--- config.mk ---
export PLATFORM = sky130hd
export DESIGN_NAME = bf2i_bundle_ctrl_flat
export DESIGN_NICKNAME = d
export VERILOG_FILES = /design/src/rtl/bf2i_bundle_ctrl_if.sv /design/src/rtl/bf2i_bundle_ctrl.sv /design/src/flat_wrapper.sv
export SDC_FILE = /design/constraint.sdc
export NUM_CORES = 1
export LEC_CHECK = 0
export ABC_AREA = 1
export CAP_MARGIN = 20
export CORE_MARGIN = 5
export CORE_UTILIZATION = 40
export DETAILED_ROUTE_END_ITERATION = 8
export HOLD_SLACK_MARGIN = 0.03
export PLACE_DENSITY_LB_ADDON = 0.1
export SYNTH_ARGS = -nofsm -noshare
export SYNTH_HDL_FRONTEND = slang
export SYNTH_SLANG_ARGS = --single-unit
--- constraint.sdc ---
create_clock -name clk -period 1.4 [get_ports clk]
set_input_delay 0.14 -clock clk [delete_from_list [all_inputs] [get_ports clk]]
set_output_delay 0.14 -clock clk [all_outputs]
set_load 0.05 [all_outputs]
--- src/rtl/bf2i_bundle_ctrl_if.sv ---
// rtl/bf2i_bundle_ctrl_if.sv - bundle input/output handshake and sideband interface
// Purpose: groups the upstream bundle handshake and the downstream
//          output handshake/sideband of the BF2I bundle controller.
// Signals:
//   in_valid  upstream bundle present
//   in_sof    bundle is first of a frame (qualified by in_valid)
//   in_ready  controller accepts a bundle this cycle
//   out_valid butterfly output register holds a valid bundle
//   out_ready downstream accepts the output bundle
//   out_sof   output bundle is index 0
//   out_eof   output bundle is the last index of the frame
//   out_bidx  bundle index of the output bundle
// Modports: slave = controller side, master = upstream/downstream side.
interface bf2i_bundle_ctrl_if #(
  parameter int CNT_W = 5
);
  logic             in_valid;
  logic             in_sof;
  logic             in_ready;
  logic             out_valid;
  logic             out_ready;
  logic             out_sof;
  logic             out_eof;
  logic [CNT_W-1:0] out_bidx;

  modport slave (
    input  in_valid, in_sof, out_ready,
    output in_ready, out_valid, out_sof, out_eof, out_bidx
  );

  modport master (
    output in_valid, in_sof, out_ready,
    input  in_ready, out_valid, out_sof, out_eof, out_bidx
  );
endinterface

--- src/rtl/bf2i_bundle_ctrl.sv ---
// rtl/bf2i_bundle_ctrl.sv - frame sequencer and flow controller for the BF2I stage
// Purpose: accepts bundles with valid/ready, drives the butterfly register
//          enable and produces a sideband aligned with the butterfly output.
// Ports:
//   clk, rst_n  stage clock, asynchronous active-low reset
//   bus         bf2i_bundle_ctrl_if.slave handshake and output sideband
//   bf_en       combinational register enable to the butterfly
//   busy        frame in progress or output valid
//   sof_err     one-cycle pulse: sof accepted while a frame was running
//   frame_done  one-cycle pulse after the eof beat is transferred
//   frame_cnt   completed frames (only with BF2I_CTRL_STATS_EN)
//   drop_cnt    bundles dropped while idle (only with BF2I_CTRL_STATS_EN)
// Optional feature macro: BF2I_CTRL_STATS_EN (statistics counters).
module bf2i_bundle_ctrl #(
  parameter  int NUM_BUNDLES = 32,
  parameter  int STAT_W      = 16,
  localparam int CNT_W       = $clog2(NUM_BUNDLES)
) (
  input  logic                clk,
  input  logic                rst_n,
  bf2i_bundle_ctrl_if.slave   bus,
  output logic                bf_en,
  output logic                busy,
  output logic                sof_err,
  output logic                frame_done
`ifdef BF2I_CTRL_STATS_EN
  ,
  output logic [STAT_W-1:0]   frame_cnt,
  output logic [STAT_W-1:0]   drop_cnt
`endif
);

  localparam logic [CNT_W-1:0] LAST_IDX = CNT_W'(NUM_BUNDLES - 1);

  typedef enum logic {S_IDLE, S_RUN} state_t;

  state_t           r_state;
  state_t           w_state_nxt;
  logic [CNT_W-1:0] r_cnt;
  logic             r_out_valid;
  logic             r_out_sof;
  logic             r_out_eof;
  logic [CNT_W-1:0] r_out_bidx;
  logic             r_sof_err;
  logic             r_frame_done;

  logic             w_in_ready;
  logic             w_acc;
  logic             w_fwd;
  logic             w_drop;
  logic             w_serr;
  logic [CNT_W-1:0] w_bidx;

  // rst_n gates in_ready so upstream sees no acceptance while held in reset.
  assign w_in_ready = rst_n & (~r_out_valid | bus.out_ready);
  assign w_acc      = bus.in_valid & w_in_ready;

  always_comb begin
    w_state_nxt = r_state;
    w_fwd       = 1'b0;
    w_drop      = 1'b0;
    w_serr      = 1'b0;
    w_bidx      = '0;
    case (r_state)
      S_IDLE: begin
        if (w_acc) begin
          if (bus.in_sof) begin
            w_fwd       = 1'b1;
            w_state_nxt = S_RUN;
          end else begin
            // Orphan bundle: consumed so upstream never stalls, but not forwarded.
            w_drop = 1'b1;
          end
        end
      end
      S_RUN: begin
        if (w_acc) begin
          w_fwd = 1'b1;
          if (bus.in_sof) begin
            // Restart: the truncated frame never sees eof or frame_done.
            w_serr = 1'b1;
          end else begin
            w_bidx = r_cnt + CNT_W'(1);
            if (w_bidx == LAST_IDX) begin
              w_state_nxt = S_IDLE;
            end
          end
        end
      end
      default: w_state_nxt = S_IDLE;
    endcase
  end

  always_ff @(posedge clk or negedge rst_n) begin
    if (!rst_n) begin
      r_state      <= S_IDLE;
      r_cnt        <= '0;
      r_out_valid  <= 1'b0;
      r_out_sof    <= 1'b0;
      r_out_eof    <= 1'b0;
      r_out_bidx   <= '0;
      r_sof_err    <= 1'b0;
      r_frame_done <= 1'b0;
    end else begin
      r_state      <= w_state_nxt;
      r_sof_err    <= w_serr;
      r_frame_done <= r_out_valid & bus.out_ready & r_out_eof;
      if (w_fwd) begin
        r_cnt       <= w_bidx;
        r_out_valid <= 1'b1;
        r_out_sof   <= (w_bidx == '0);
        r_out_eof   <= (w_bidx == LAST_IDX);
        r_out_bidx  <= w_bidx;
      end else if (bus.out_ready) begin
        // Sideband keeps its last value; consumers qualify with out_valid.
        r_out_valid <= 1'b0;
      end
    end
  end

`ifdef BF2I_CTRL_STATS_EN
  logic [STAT_W-1:0] r_frame_cnt;
  logic [STAT_W-1:0] r_drop_cnt;

  always_ff @(posedge clk or negedge rst_n) begin
    if (!rst_n) begin
      r_frame_cnt <= '0;
      r_drop_cnt  <= '0;
    end else begin
      if (r_frame_done && (r_frame_cnt != '1)) begin
        r_frame_cnt <= r_frame_cnt + STAT_W'(1);
      end
      if (w_drop && (r_drop_cnt != '1)) begin
        r_drop_cnt <= r_drop_cnt + STAT_W'(1);
      end
    end
  end

  assign frame_cnt = r_frame_cnt;
  assign drop_cnt  = r_drop_cnt;
`endif

  assign bus.in_ready  = w_in_ready;
  assign bus.out_valid = r_out_valid;
  assign bus.out_sof   = r_out_sof;
  assign bus.out_eof   = r_out_eof;
  assign bus.out_bidx  = r_out_bidx;
  assign bf_en         = w_fwd;
  assign busy          = (r_state == S_RUN) | r_out_valid;
  assign sof_err       = r_sof_err;
  assign frame_done    = r_frame_done;

endmodule
--- src/flat_wrapper.sv ---
// flat-port wrapper written by rule: the top's interface ports become plain ports
module bf2i_bundle_ctrl_flat 
#(
  parameter  int NUM_BUNDLES = 32,
  parameter  int STAT_W      = 16,
  localparam int CNT_W       = $clog2(NUM_BUNDLES)
)
  (clk, rst_n, bf_en, busy, sof_err, frame_done, bus_in_valid, bus_in_sof, bus_out_ready, bus_in_ready, bus_out_valid, bus_out_sof, bus_out_eof, bus_out_bidx);
  bf2i_bundle_ctrl_if bus_i ();
  input  logic clk;
  input  logic rst_n;
  output logic bf_en;
  output logic busy;
  output logic sof_err;
  output logic frame_done;
  input wire logic [$bits(bus_i.in_valid)-1:0] bus_in_valid;
  input wire logic [$bits(bus_i.in_sof)-1:0] bus_in_sof;
  input wire logic [$bits(bus_i.out_ready)-1:0] bus_out_ready;
  output wire logic [$bits(bus_i.in_ready)-1:0] bus_in_ready;
  output wire logic [$bits(bus_i.out_valid)-1:0] bus_out_valid;
  output wire logic [$bits(bus_i.out_sof)-1:0] bus_out_sof;
  output wire logic [$bits(bus_i.out_eof)-1:0] bus_out_eof;
  output wire logic [$bits(bus_i.out_bidx)-1:0] bus_out_bidx;
  assign bus_i.in_valid = bus_in_valid;
  assign bus_i.in_sof = bus_in_sof;
  assign bus_i.out_ready = bus_out_ready;
  assign bus_in_ready = bus_i.in_ready;
  assign bus_out_valid = bus_i.out_valid;
  assign bus_out_sof = bus_i.out_sof;
  assign bus_out_eof = bus_i.out_eof;
  assign bus_out_bidx = bus_i.out_bidx;
  bf2i_bundle_ctrl #(.NUM_BUNDLES(NUM_BUNDLES), .STAT_W(STAT_W)) u_core (.clk(clk), .rst_n(rst_n), .bus(bus_i), .bf_en(bf_en), .busy(busy), .sof_err(sof_err), .frame_done(frame_done));
endmodule
==> results.toml <==
[die]
die_w_um = 48.7
die_h_um = 48.7
core-area_mm2 = 0.00147
initial_core_util_pct = 40.7
placementRows = 14
boundaryPins = 18
die-area_mm2 = 0.00237

[placed_design]
gp_congestion = 0.749
detailedPlace.worstSlack_ns = -0.0628
place_hpwl_um = 1060
placedCellCount = 111
numPortBuffers = 17

[flow_run]
drv_cap = 0

[power]
power.density_mw_per_mm2 = 965
netSwitchingPower_w = 0.000373
power_frac_comb_pct = 40.9
clockPowerShare_pct = 21.0
p_sw_share_pct = 36.4
cell_internal_pwr_w = 0.000653
seq_power_share_pct = 38.1
vdd_drop_max_uv = 602
p_leak_nw = 0.513

[global_routing]
antenna_found_initial = 0
first_global_vias = 541
grt_overflow = 0
grt_max_degree = 9
grt_pass1_wl_um = 2460
grtUsageTotal_pct = 13.5

[finish]
fin_util_pct = 72.3
diodes = 0
final_layout_size_suffix_gt1_share_pct = 44.8
synthToLayoutAreaGrowth_pct = 77.5
final_nets = 113
fin_cells = 121

[synthesis]
synth-async-reset-ratio_pct = 100
avgSynthCellArea_um2 = 8.56
syn_nets = 77
synthCells = 70
synth.top_cell.area_share_pct = 45.9
synth_common_cells = "19 x nand2_1, 11 x dfrtp_1, 5 x inv_1, 5 x nor2_1, 4 x inv_2"
ys_warn_count = 0
synth_edf_count = 0
ys.flop_type = "dfrtp_1"
synth.area.top_cells = "dfrtp_1 46%, nand2_1 12%, ha_1 4.2%"
synth_top_cell_by_area = "dfrtp_1"
ys_seq_area_share_pct = 45.9
synth_seq_cells = 11
syn_area_um2 = 599
yosysMostFrequentCell = "nand2_1"
ys_types = 21

[routing]
wl_per_cell_um = 12.6
vias_per_cell = 4.85
drc = 0
drtIter0Drc = 9
drt-pass1-iter-count = 4
wirelength_um = 1520
drtAntennaViolNets = 0
num_vias = 587

[sta]
tns_ns = 0
hold_viol_final = 0
fin_worst_skew_ns = 0.00507
timing.fmax_ghz = 0.743
fin_crit_ns = 1.35
layout_setup_ws_ns = 0.0544
rsz0062_at_grt = "true"
min_period_over_period_pct = 96.1
finalSetupViolations = 0
worst_slew_pin_slew_ns = 0.278
relSlewSlack_pct = 81.4
finalMaxSlewViolations = 0

[cts]
htreeDepth = 1
cts_buffer_depth = 2
cts_tree = "built"
clkLatencyLatePin_ns = 0.27
cts.sinks = 11
cts_buffers = 3
cts_root_buf = "clkbuf_4"
clkSlewWorstSetupHoldPaths_ns = 0.07

[worst_setup_path]
worstPathRequired_ns = 1.26
start_kind = "flop"
endpoint_kind = "output port"
critPathMaxFanout = 3
path_class = "reg2out"
arrival_ns = 1.21

[min_path]
hold_class = "in2reg"

[status]
status = "finished, final reports clean"
power by group through the flow:
stage | combinational [W] | clock [W] | sequential, W
2_1_floorplan | 0.0000982 | 0 | 0.000487
3_3_place_gp | 0.000383 | 0 | 0.000397
3_5_place_dp | 0.000385 | 0 | 0.000398
4_1_cts | 0.000402 | 0.000227 | 0.000389
5_1_grt | 0.000449 | 0.000241 | 0.000396
6_report | 0.000420 | 0.000215 | 0.000391
cells in the final DEF, fill, tap and decap left out, types with 2 or more instances in the layout:
| cell type | synthesis | final |
|---|---|---|
| dfrtp_2 | 0 | 4 |
| nand4_1 | 3 | 3 |
| clkbuf_4 | 0 | 3 |
| clkdlybuf4s50_1 | 0 | 3 |
| o21ai_0 | 2 | 2 |
| buf_12 | 0 | 9 |
| nand2_1 | 19 | 19 |
| nor2_2 | 2 | 2 |
| nand3_1 | 3 | 3 |
| inv_2 | 4 | 2 |
| nand2_2 | 2 | 2 |
| o21ai_1 | 2 | 2 |
| nor2_1 | 5 | 5 |
| buf_4 | 0 | 15 |
| inv_4 | 0 | 2 |
| dfrtp_1 | 11 | 7 |
| inv_1 | 5 | 5 |
| dlygate4sd3_1 | 0 | 2 |
cells by family after synthesis:
group | count (synthesis) | synth area share (%)
simple gates | 39 | 33.6
compound gates | 7 | 7.31
buf+inv | 10 | 6.26
fa+ha+maj | 2 | 4.17
xor+xnor | 1 | 2.71
flops | 11 | 45.9
what timing repair did:
item | in CTS | in global routing
pin swaps | 0 | 2
buffers inserted | 2 | 2
gates resized for setup | 2 | 5
hold buffers | 0 | 2
hold endpoints to repair | 0 | 11
gates cloned | 0 | 0
endpoints found under the setup margin | 1 | 4
path summary, 6_finish.rpt:
path	start	end	slack, ns	cells after the start
worst max-delay path	u_core.bus.out_valid	busy	0.05	3
worst min-delay path	rst_n	u_core.sof_err	0.31	5
worst max register to register	u_core.r_cnt[0]	u_core.r_state	0.10	7
worst min register to register	u_core.bus.out_sof	u_core.bus.out_sof	0.49	2
max in group asynchronous	rst_n	u_core.r_cnt[2]	0.68	3
min in group asynchronous	rst_n	u_core.sof_err	0.49	3
flip-flops by register name (all words and copies together), names as in the netlist:
register / flops
u_core.sof_err: 1
u_core.bus.out_eof: 1
u_core.r_state: 1
u_core.r_cnt: 5
u_core.bus.out_valid: 1
u_core.frame_done: 1
u_core.bus.out_sof: 1
critical path, cell delays in order (launching register included):
cell     delay, ns
dfrtp_2       0.41
buf_4         0.15
or2_1         0.21
buf_6         0.15
layer usage:
layer  global-route usage [%]  up-vias  share of wire (%)
met2                     19.8       15                 51
met1                     16.7      274                 41
met3                     5.83        5                6.1
li1                         -      293                  -
met5                        0        -                  0
met4                     6.73        0                2.0
layout make-up:
class / count / area, um2
sequential: 11 / 280
multi-input combinational: 49 / 328
tap: 16 / 20.0
fill: 125 / 408
clock buffer: 4 / 26.3
timing repair buffer: 31 / 367
inverter: 10 / 42.5
through the flow:
| stage | hold slack (ns) | area (um2) | power [W] |
|---|---|---|---|
| 2_1_floorplan | -0.156 | 619 | 0.000585 |
| 3_3_place_gp | 0.468 | 950 | 0.000780 |
| 3_5_place_dp | 0.481 | 950 | 0.000784 |
| 4_1_cts | 0.259 | 1010 | 0.00102 |
| 5_1_grt | 0.344 | 1060 | 0.00109 |
| 6_report | 0.308 | 1060 | 0.00103 |
Note: power is estimated with default switching activity, not from simulation.
